==> src/rtl/demux_feed_seq_if.sv <==
// demux_feed_seq_if: handshake input side and demux drive side of the feeder
interface demux_feed_seq_if #(parameter int CW = 8);
  logic [3:0] in_data;
  logic [2:0] in_ch;
  logic in_valid;
  logic in_ready;
  logic auto_rr;
  logic [3:0] A;
  logic [2:0] S;
  logic C4;
  logic busy;
  logic [CW-1:0] fifo_count;
  modport master(output in_data, in_ch, in_valid, auto_rr, input in_ready, A, S, C4, busy, fifo_count);
  modport slave(input in_data, in_ch, in_valid, auto_rr, output in_ready, A, S, C4, busy, fifo_count);
endinterface

==> src/rtl/demux_feed_seq.sv <==
// demux_feed_seq: FIFO-buffered feeder holding each word on A/S with C4=1 for DWELL cycles.
// Optional sticky overflow flag (ovf/ovf_clr) when DEMUX_FEED_SEQ_OVF_EN is defined.
module demux_feed_seq #(
  parameter int DEPTH = 4,
  parameter int DWELL = 1,
  parameter int CW = 8
) (
  input logic clk,
  input logic rst,
`ifdef DEMUX_FEED_SEQ_OVF_EN
  input logic ovf_clr,
  output logic ovf,
`endif
  demux_feed_seq_if.slave bus
);
  localparam int AW = $clog2(DEPTH);
  localparam logic [0:0] IDLE = 1'b0, DRIVE = 1'b1;
  logic [6:0] mem [DEPTH];
  logic [AW-1:0] wp, rp;
  logic [CW-1:0] count, dwell;
  logic [0:0] state;
  logic [3:0] a;
  logic [2:0] s, rr;
  logic push, pop;
  assign bus.in_ready = count < CW'(DEPTH);
  assign push = bus.in_valid & bus.in_ready;
  // pop either from idle or exactly when the current word's dwell expires
  assign pop = (count != 0) & (state == IDLE | dwell == 0);
  assign bus.A = a;
  assign bus.S = s;
  assign bus.C4 = state == DRIVE;
  assign bus.busy = state == DRIVE | count != 0;
  assign bus.fifo_count = count;
  always_ff @(posedge clk)
    if (push) mem[wp] <= {bus.in_ch, bus.in_data};
  always_ff @(posedge clk) begin
    if (rst) begin
      wp <= '0;
      rp <= '0;
      count <= '0;
      dwell <= '0;
      state <= IDLE;
      a <= '0;
      s <= '0;
      rr <= '0;
    end else begin
      if (push) wp <= wp + 1'b1;
      if (pop) rp <= rp + 1'b1;
      count <= count + CW'(push) - CW'(pop);
      if (pop) begin
        state <= DRIVE;
        a <= mem[rp][3:0];
        s <= bus.auto_rr ? rr : mem[rp][6:4];
        dwell <= CW'(DWELL - 1);
        if (bus.auto_rr) rr <= rr + 3'd1;
      end else if (state == DRIVE) begin
        if (dwell != 0) dwell <= dwell - 1'b1;
        else begin
          state <= IDLE;
          a <= '0;
        end
      end
    end
  end
`ifdef DEMUX_FEED_SEQ_OVF_EN
  always_ff @(posedge clk)
    ovf <= rst ? 1'b0 : (bus.in_valid & ~bus.in_ready) ? 1'b1 : ovf_clr ? 1'b0 : ovf;
`endif
endmodule

==> src/flat_wrapper.sv <==
// flat-port wrapper written by rule: the top's interface ports become plain ports
module demux_feed_seq_flat 
#(
  parameter int DEPTH = 4,
  parameter int DWELL = 1,
  parameter int CW = 8
)
  (clk, rst, bus_in_data, bus_in_ch, bus_in_valid, bus_auto_rr, bus_in_ready, bus_A, bus_S, bus_C4, bus_busy, bus_fifo_count);
  demux_feed_seq_if #(.CW(CW)) bus_i ();
  input logic clk;
  input logic rst;
  input wire logic [$bits(bus_i.in_data)-1:0] bus_in_data;
  input wire logic [$bits(bus_i.in_ch)-1:0] bus_in_ch;
  input wire logic [$bits(bus_i.in_valid)-1:0] bus_in_valid;
  input wire logic [$bits(bus_i.auto_rr)-1:0] bus_auto_rr;
  output wire logic [$bits(bus_i.in_ready)-1:0] bus_in_ready;
  output wire logic [$bits(bus_i.A)-1:0] bus_A;
  output wire logic [$bits(bus_i.S)-1:0] bus_S;
  output wire logic [$bits(bus_i.C4)-1:0] bus_C4;
  output wire logic [$bits(bus_i.busy)-1:0] bus_busy;
  output wire logic [$bits(bus_i.fifo_count)-1:0] bus_fifo_count;
  assign bus_i.in_data = bus_in_data;
  assign bus_i.in_ch = bus_in_ch;
  assign bus_i.in_valid = bus_in_valid;
  assign bus_i.auto_rr = bus_auto_rr;
  assign bus_in_ready = bus_i.in_ready;
  assign bus_A = bus_i.A;
  assign bus_S = bus_i.S;
  assign bus_C4 = bus_i.C4;
  assign bus_busy = bus_i.busy;
  assign bus_fifo_count = bus_i.fifo_count;
  demux_feed_seq #(.DEPTH(DEPTH), .DWELL(DWELL), .CW(CW)) u_core (.clk(clk), .rst(rst), .bus(bus_i));
endmodule
==> config.mk <==
export PLATFORM = sky130hd
export DESIGN_NAME = demux_feed_seq_flat
export DESIGN_NICKNAME = d
export VERILOG_FILES = /design/src/rtl/demux_feed_seq_if.sv /design/src/rtl/demux_feed_seq.sv /design/src/flat_wrapper.sv
export SDC_FILE = /design/constraint.sdc
export NUM_CORES = 1
export LEC_CHECK = 0
export ABC_AREA = 1
export BUFFER_PORTS_ARGS = -buffer_cell sky130_fd_sc_hd__buf_2
export CORE_AREA = 3 3 90 92
export CTS_CLUSTER_SIZE = 14
export DETAILED_ROUTE_END_ITERATION = 16
export DIE_AREA = 0 0 93 95
export GPL_TIMING_DRIVEN = 1
export SYNTH_ARGS = -nofsm -noshare
export SYNTH_HDL_FRONTEND = slang
export SYNTH_SLANG_ARGS = --single-unit
==> constraint.sdc <==
create_clock -name clk -period 3.3 [get_ports clk]
set_input_delay 0.66 -clock clk [delete_from_list [all_inputs] [get_ports clk]]
set_output_delay 0.66 -clock clk [all_outputs]
set_load 0.01 [all_outputs]
[After elaboration in Yosys (flattened, before gate mapping)]
Memories as Yosys holds them, arrays and structs flattened. A register that Yosys moved wholly into a read port is not among the register bits.
Cells that the tools add are included.
Storage, ports and cells
  output and inout bits: 18
  register bits after elaboration: 31
  RAM bits: 28
  input bits: 11
  memories kept: 1
Memories
  u_core.mem: words 4, bits a word 7, rd ports 1, clocked after memory_dff 1, wr ports 1, RTL line demux_feed_seq.sv:18  | logic [6:0] mem [DEPTH];
Cells by class
  order comparisons: 1
  equal/unequal tests: 1
  reductions and logical operators: 8
  muxes and demuxes: 11
  bitwise operators: 5
  add/sub/neg operators: 6
Operators with widths (count)
  $reduce_bool 8->1: 2
  $mux 4: 3
  $add 8x1->8: 1
  $logic_not 8->1: 1
  $lt 8x3->1 const B: 1
  $sub 8x1->8: 1
  $sub 8x1->8 const B: 1
  $reduce_and 2->1: 3
  $mux 1: 5
  $add 2x1->2 const B: 2
  $mux 2: 2
  $add 3x1->3 const B: 1
  $mux 3: 1
  $and 1x1->1: 2
  $ne 2x1->1 const B: 1
  $or 1x1->1: 2
  $reduce_bool 2->1: 1
  $reduce_or 2->1: 1
  $not 1->1: 1

[Depth between registers and ports, before layout]
  depth after elaboration: 5
  mapped depth: 18
  depth with buffers taken out: 17

[Least setup slack after synthesis]
No wires, ideal clock.
  kind: reg-to-reg
  from: register u_core.count[6], in the netlist u_core.bus.fifo_count[6]
  to: register u_core.count[4], in the netlist u_core.bus.fifo_count[4]
  clock period less this slack: 2.629 ns
  required time: 3.242 ns
  arrival time: 2.572 ns
  buffers on the path: 1
  slack: 0.671 ns
  stages on the path, launching flop included: 19
  setup time: 0.058 ns
  cells stage by stage: dfxtp_1 inv_1 ha_1 nand2_1 nor2_1 nand3_1 nand2_2 inv_2 buf_6 ha_1 inv_1 ha_1 fa_1 nand2_1 inv_1 o21ai_0 nand2_1 a21oi_1 o21a_1
Between the ends
  elaborated cells between the ends (all ways): 6
  classes of those cells: add/sub (2); order compare (1); bitwise (2); reduce/logical (1)
RTL lines
  start: declaration: RTL line demux_feed_seq.sv:20  | logic [CW-1:0] count, dwell;
  start signal: assignment: RTL line demux_feed_seq.sv:49  | count <= count + CW'(push) - CW'(pop);
  $reduce_bool 8->1: RTL line demux_feed_seq.sv:28  | assign pop = (count != 0) & (state == IDLE | dwell == 0);
  $and 1x1->1: RTL line demux_feed_seq.sv:28
  named net u_core.pop: RTL line demux_feed_seq.sv:24  | logic push, pop;
  $sub 8x1->8: RTL line demux_feed_seq.sv:49
The timed path passes the listed nets, and every way through them passes these cells.
A chain may end at the register's enable or synchronous reset.

[Worst setup path in the final report]
  from: register u_core.count[6], in the netlist u_core.bus.fifo_count[6]
  to: register u_core.count[4], in the netlist u_core.bus.fifo_count[4]
Between the ends
  cells in the longest elaborated chain, start to end: 4
  elaborated cells between the ends (all ways): 6
  classes of those cells: add/sub (2); order compare (1); bitwise (2); reduce/logical (1)
RTL lines
  $lt 8x3->1: RTL line demux_feed_seq.sv:25  | assign bus.in_ready = count < CW'(DEPTH);
  $and 1x1->1: RTL line demux_feed_seq.sv:26  | assign push = bus.in_valid & bus.in_ready;
  $add 8x1->8: RTL line demux_feed_seq.sv:49
  $sub 8x1->8 *: RTL line demux_feed_seq.sv:49
Every way passes the cells marked *; elsewhere a longest branch is shown, timed or not.

==> flow_summary.ini <==
[cts]
post_cts_sizing_count = 0
clkSlewWorstSetupHoldPaths_ps = 70
htreeDepth = 3
cts_tree = built
cts_made_buffers = 9
clk_latency_ps = 350
quantity_of_hold_fixing_buffers_added_after_cts = 0
number_of_post_cts_setup_repair_buffers = 0
clkSinkCount = 61
clock_tree.buffer_depth = 2
ctsRootBufferMaster = clkbuf_8

[timing]
max_freq_ghz = 0.349
fin_crit_ps = 2870
period_share_pct = 86.9
setup-tns-final_ps = 0
timing_worst_slew_pin_value_ps = 765
max-slew-margin-rel_pct = 48.8
finalHoldViolCount = 0
drv_slew = 0
rsz_0062_raised_after_global_routing = false
setup_viol_count_final = 0
fin_skew_ps = 9.98

[setup_path]
crit_path_cell_trace = inv_1 > ha_1 > nand2_1 > nor2_1 > nand3_1 > nand2_2 > inv_2 > ha_1 > inv_1 > ha_1 > fa_1 > nand2_1 > inv_1 > o21ai_0 > nand2_1 > a21oi_1 > o21a_1
worst_path_dominant_cell_family = adder cells
arrival_ps = 3150
nature_of_the_critical_path_startpoint = register
worst_ep_required_time_ps = 3590
critical_path.max_fanout = 11
endpoint_kind = register
type_of_the_setup_path_with_the_least_slack = register to register
timing.critical_path.buf_inv = 4
critical-path-max-stage-delay_ps = 410
timing.critical_path.slowest_stage_cell = fa_1

[grt]
grt_first_pass_wirelength_mm = 9.99
grt_start_max_net_pins = 16
globalRouteTotalUtil_pct = 14.8
global_route.overflow_total = 0
number_of_antenna_violations_at_the_first_check_in_global_routing = 0
number_of_global_route_vias_before_repair = 2171

[power_and_ir_drop]
power.density_mw_per_mm2 = 797
pwr-share-comb_pct = 40.1
switching_share_pct = 39.4
ir_worst_vdd_mv = 0.287
p_leak_nw = 1.53
seq_power_share_pct = 39.4
total_switching_power_w = 0.00104
internal_power_w = 0.00160
power.share.clock_pct = 20.5

[placement]
dpl.hpwl_mm = 4.18
gp_routability_congestion = 0.806
numPortBuffers = 28

[drt]
first_pass_iteration_count_of_the_detailed_router = 4
post_drt_wl_per_cell_um = 12.5
finalWirelength_mm = 6.00
vias_per_cell = 4.65
drc_errors = 0
routed-via-count = 2232
drt_iter0_markers = 64
route.antenna.remaining_nets = 0

[logic_synthesis]
net_count_synth = 374
dominantRegCellSynth = dfxtp_1
synth_area_per_cell_um2 = 8.55
syn-cell-area_mm2 = 0.00293
postSynth.asyncResetShare_pct = 0
post_synth_num_cell_types = 25
yosysWarningCount = 0
synth_seq_cells = 61
ys_seq_area_share_pct = 51.3
synth_cells = 342
count_of_flip_flops_with_a_built_in_enable_after_synthesis = 28

[worst_hold_path]
hold_path.class = register to register

[final_layout]
insertedDiodeCount = 0
layout-area-overhead-vs-synth_pct = 13.3
layout-drive-gt1-share_pct = 13.1
finalNetCount = 408
layout.core_utilization_pct = 45.5

[floorplanning]
start_util_pct = 40.1
die-height_um = 95
die_area_mm2 = 0.00884
die_x_um = 93
ios = 29
row_count = 31
core_area_mm2 = 0.00729

[flow_run]
max_cap_viols = 0

[run_status]
outcome = finished, final reports clean
## path summary, 6_finish.rpt
check	from	endpoint	slack (ps)	cells past startpoint
setup reg to reg	u_core.bus.fifo_count[6]	u_core.bus.fifo_count[4]	430	17
hold reg to reg	u_core.bus.S[1]	u_core.bus.S[1]	450	2
hold / removal	u_core.bus.S[1]	u_core.bus.S[1]	450	2
setup / recovery	u_core.bus.fifo_count[6]	u_core.bus.fifo_count[4]	430	17
## kinds of logic after synthesis
kind of cell             synth area share (%)
flip-flops                               51.3
AO/OA/AOI/OAI                            9.75
XOR/XNOR                                0.898
buffers and inverters                    7.70
AND/OR/NAND/NOR                          21.1
adder cells (fa/ha/maj)                  9.24
## flip-flops by register name, indices dropped and copies added (netlist names), named ones only
signal and flops:
u_core.bus.A 4, u_core.bus.C4 1, u_core.bus.S 3, u_core.bus.fifo_count 8, u_core.dwell 8, u_core.mem 28, u_core.rp 2, u_core.rr 3
u_core.wp 2
## synth_stat cells, types with 3 or more instances
cell type   n  area [um2]
nand2_1    71         267
inv_1      50         188
nor2_1     41         154
dfxtp_1    33         661
edfxtp_1   28         841
a21oi_1    23         115
o21ai_0    23         115
ha_1       20         250
nand3_1    18        90.1
nand4_1     7        43.8
o22ai_1     4        25.0
buf_2       3        15.0
nand2_2     3        18.8
xor2_1      3        26.3
## cell type report
cell class | instances | area [um2]
repair buffers | 29 | 148
fillers | 755 | 3980
inverters | 51 | 191
clock buffers | 13 | 139
well taps | 99 | 124
multi-input cells | 224 | 1200
clock inverters | 3 | 13.8
flip-flops and latches | 61 | 1500
## metal layers
metal  vias to the layer above  track usage, %  share of wire, %
met5                         -               0                 0
met2                        33            24.8                47
met4                         0            5.86               1.4
li1                       1180               -                 -
met1                      1011            17.7                48
met3                         8            4.86               3.9
## stage by stage
step                instance area [um2]  std cells  power (W)  hold slack [ps]  worst slack (ps)
floorplan                          2930        342    0.00181              444               671
global placement                   3160        464    0.00210              443               552
detailed placement                 3160        464    0.00212              440               463
CTS                                3320        480    0.00267              453               438
global route                       3320        480    0.00288              477               106
finish                             3320        480    0.00264              450               433
## cells in the final DEF (no fill, tap or decap), types with 2 or more instances in the layout
master,count
clkbuf_8,9
nand2_1,71
ha_1,20
inv_1,50
nor2_1,41
nor2_2,2
or2_2,2
xor2_1,3
edfxtp_1,28
dfxtp_1,33
o21a_1,2
clkbuf_1,4
a21oi_1,23
clkinv_2,2
nand2_2,3
buf_2,28
o22ai_1,4
o21ai_0,23
nand3_1,18
nand4_1,7
## worst reg2reg max path: stages (launching register included)
cell and delay (ps):
dfxtp_1 310, inv_1 90, ha_1 190, nand2_1 70
nor2_1 110, nand3_1 210, nand2_2 180, inv_2 110
ha_1 280, inv_1 40, ha_1 200, fa_1 410
nand2_1 80, inv_1 40, o21ai_0 150, nand2_1 90
a21oi_1 130, o21a_1 130
## power groups by stage
stage | combinational, W | clock (W) | sequential [W]
3_3_place_gp | 0.00104 | 0 | 0.00105
3_5_place_dp | 0.00106 | 0 | 0.00106
6_report | 0.00106 | 0.000541 | 0.00104
2_1_floorplan | 0.000736 | 0 | 0.00107
5_1_grt | 0.00123 | 0.000588 | 0.00106
4_1_cts | 0.00107 | 0.000558 | 0.00104
(Power assumes the default switching activity.)
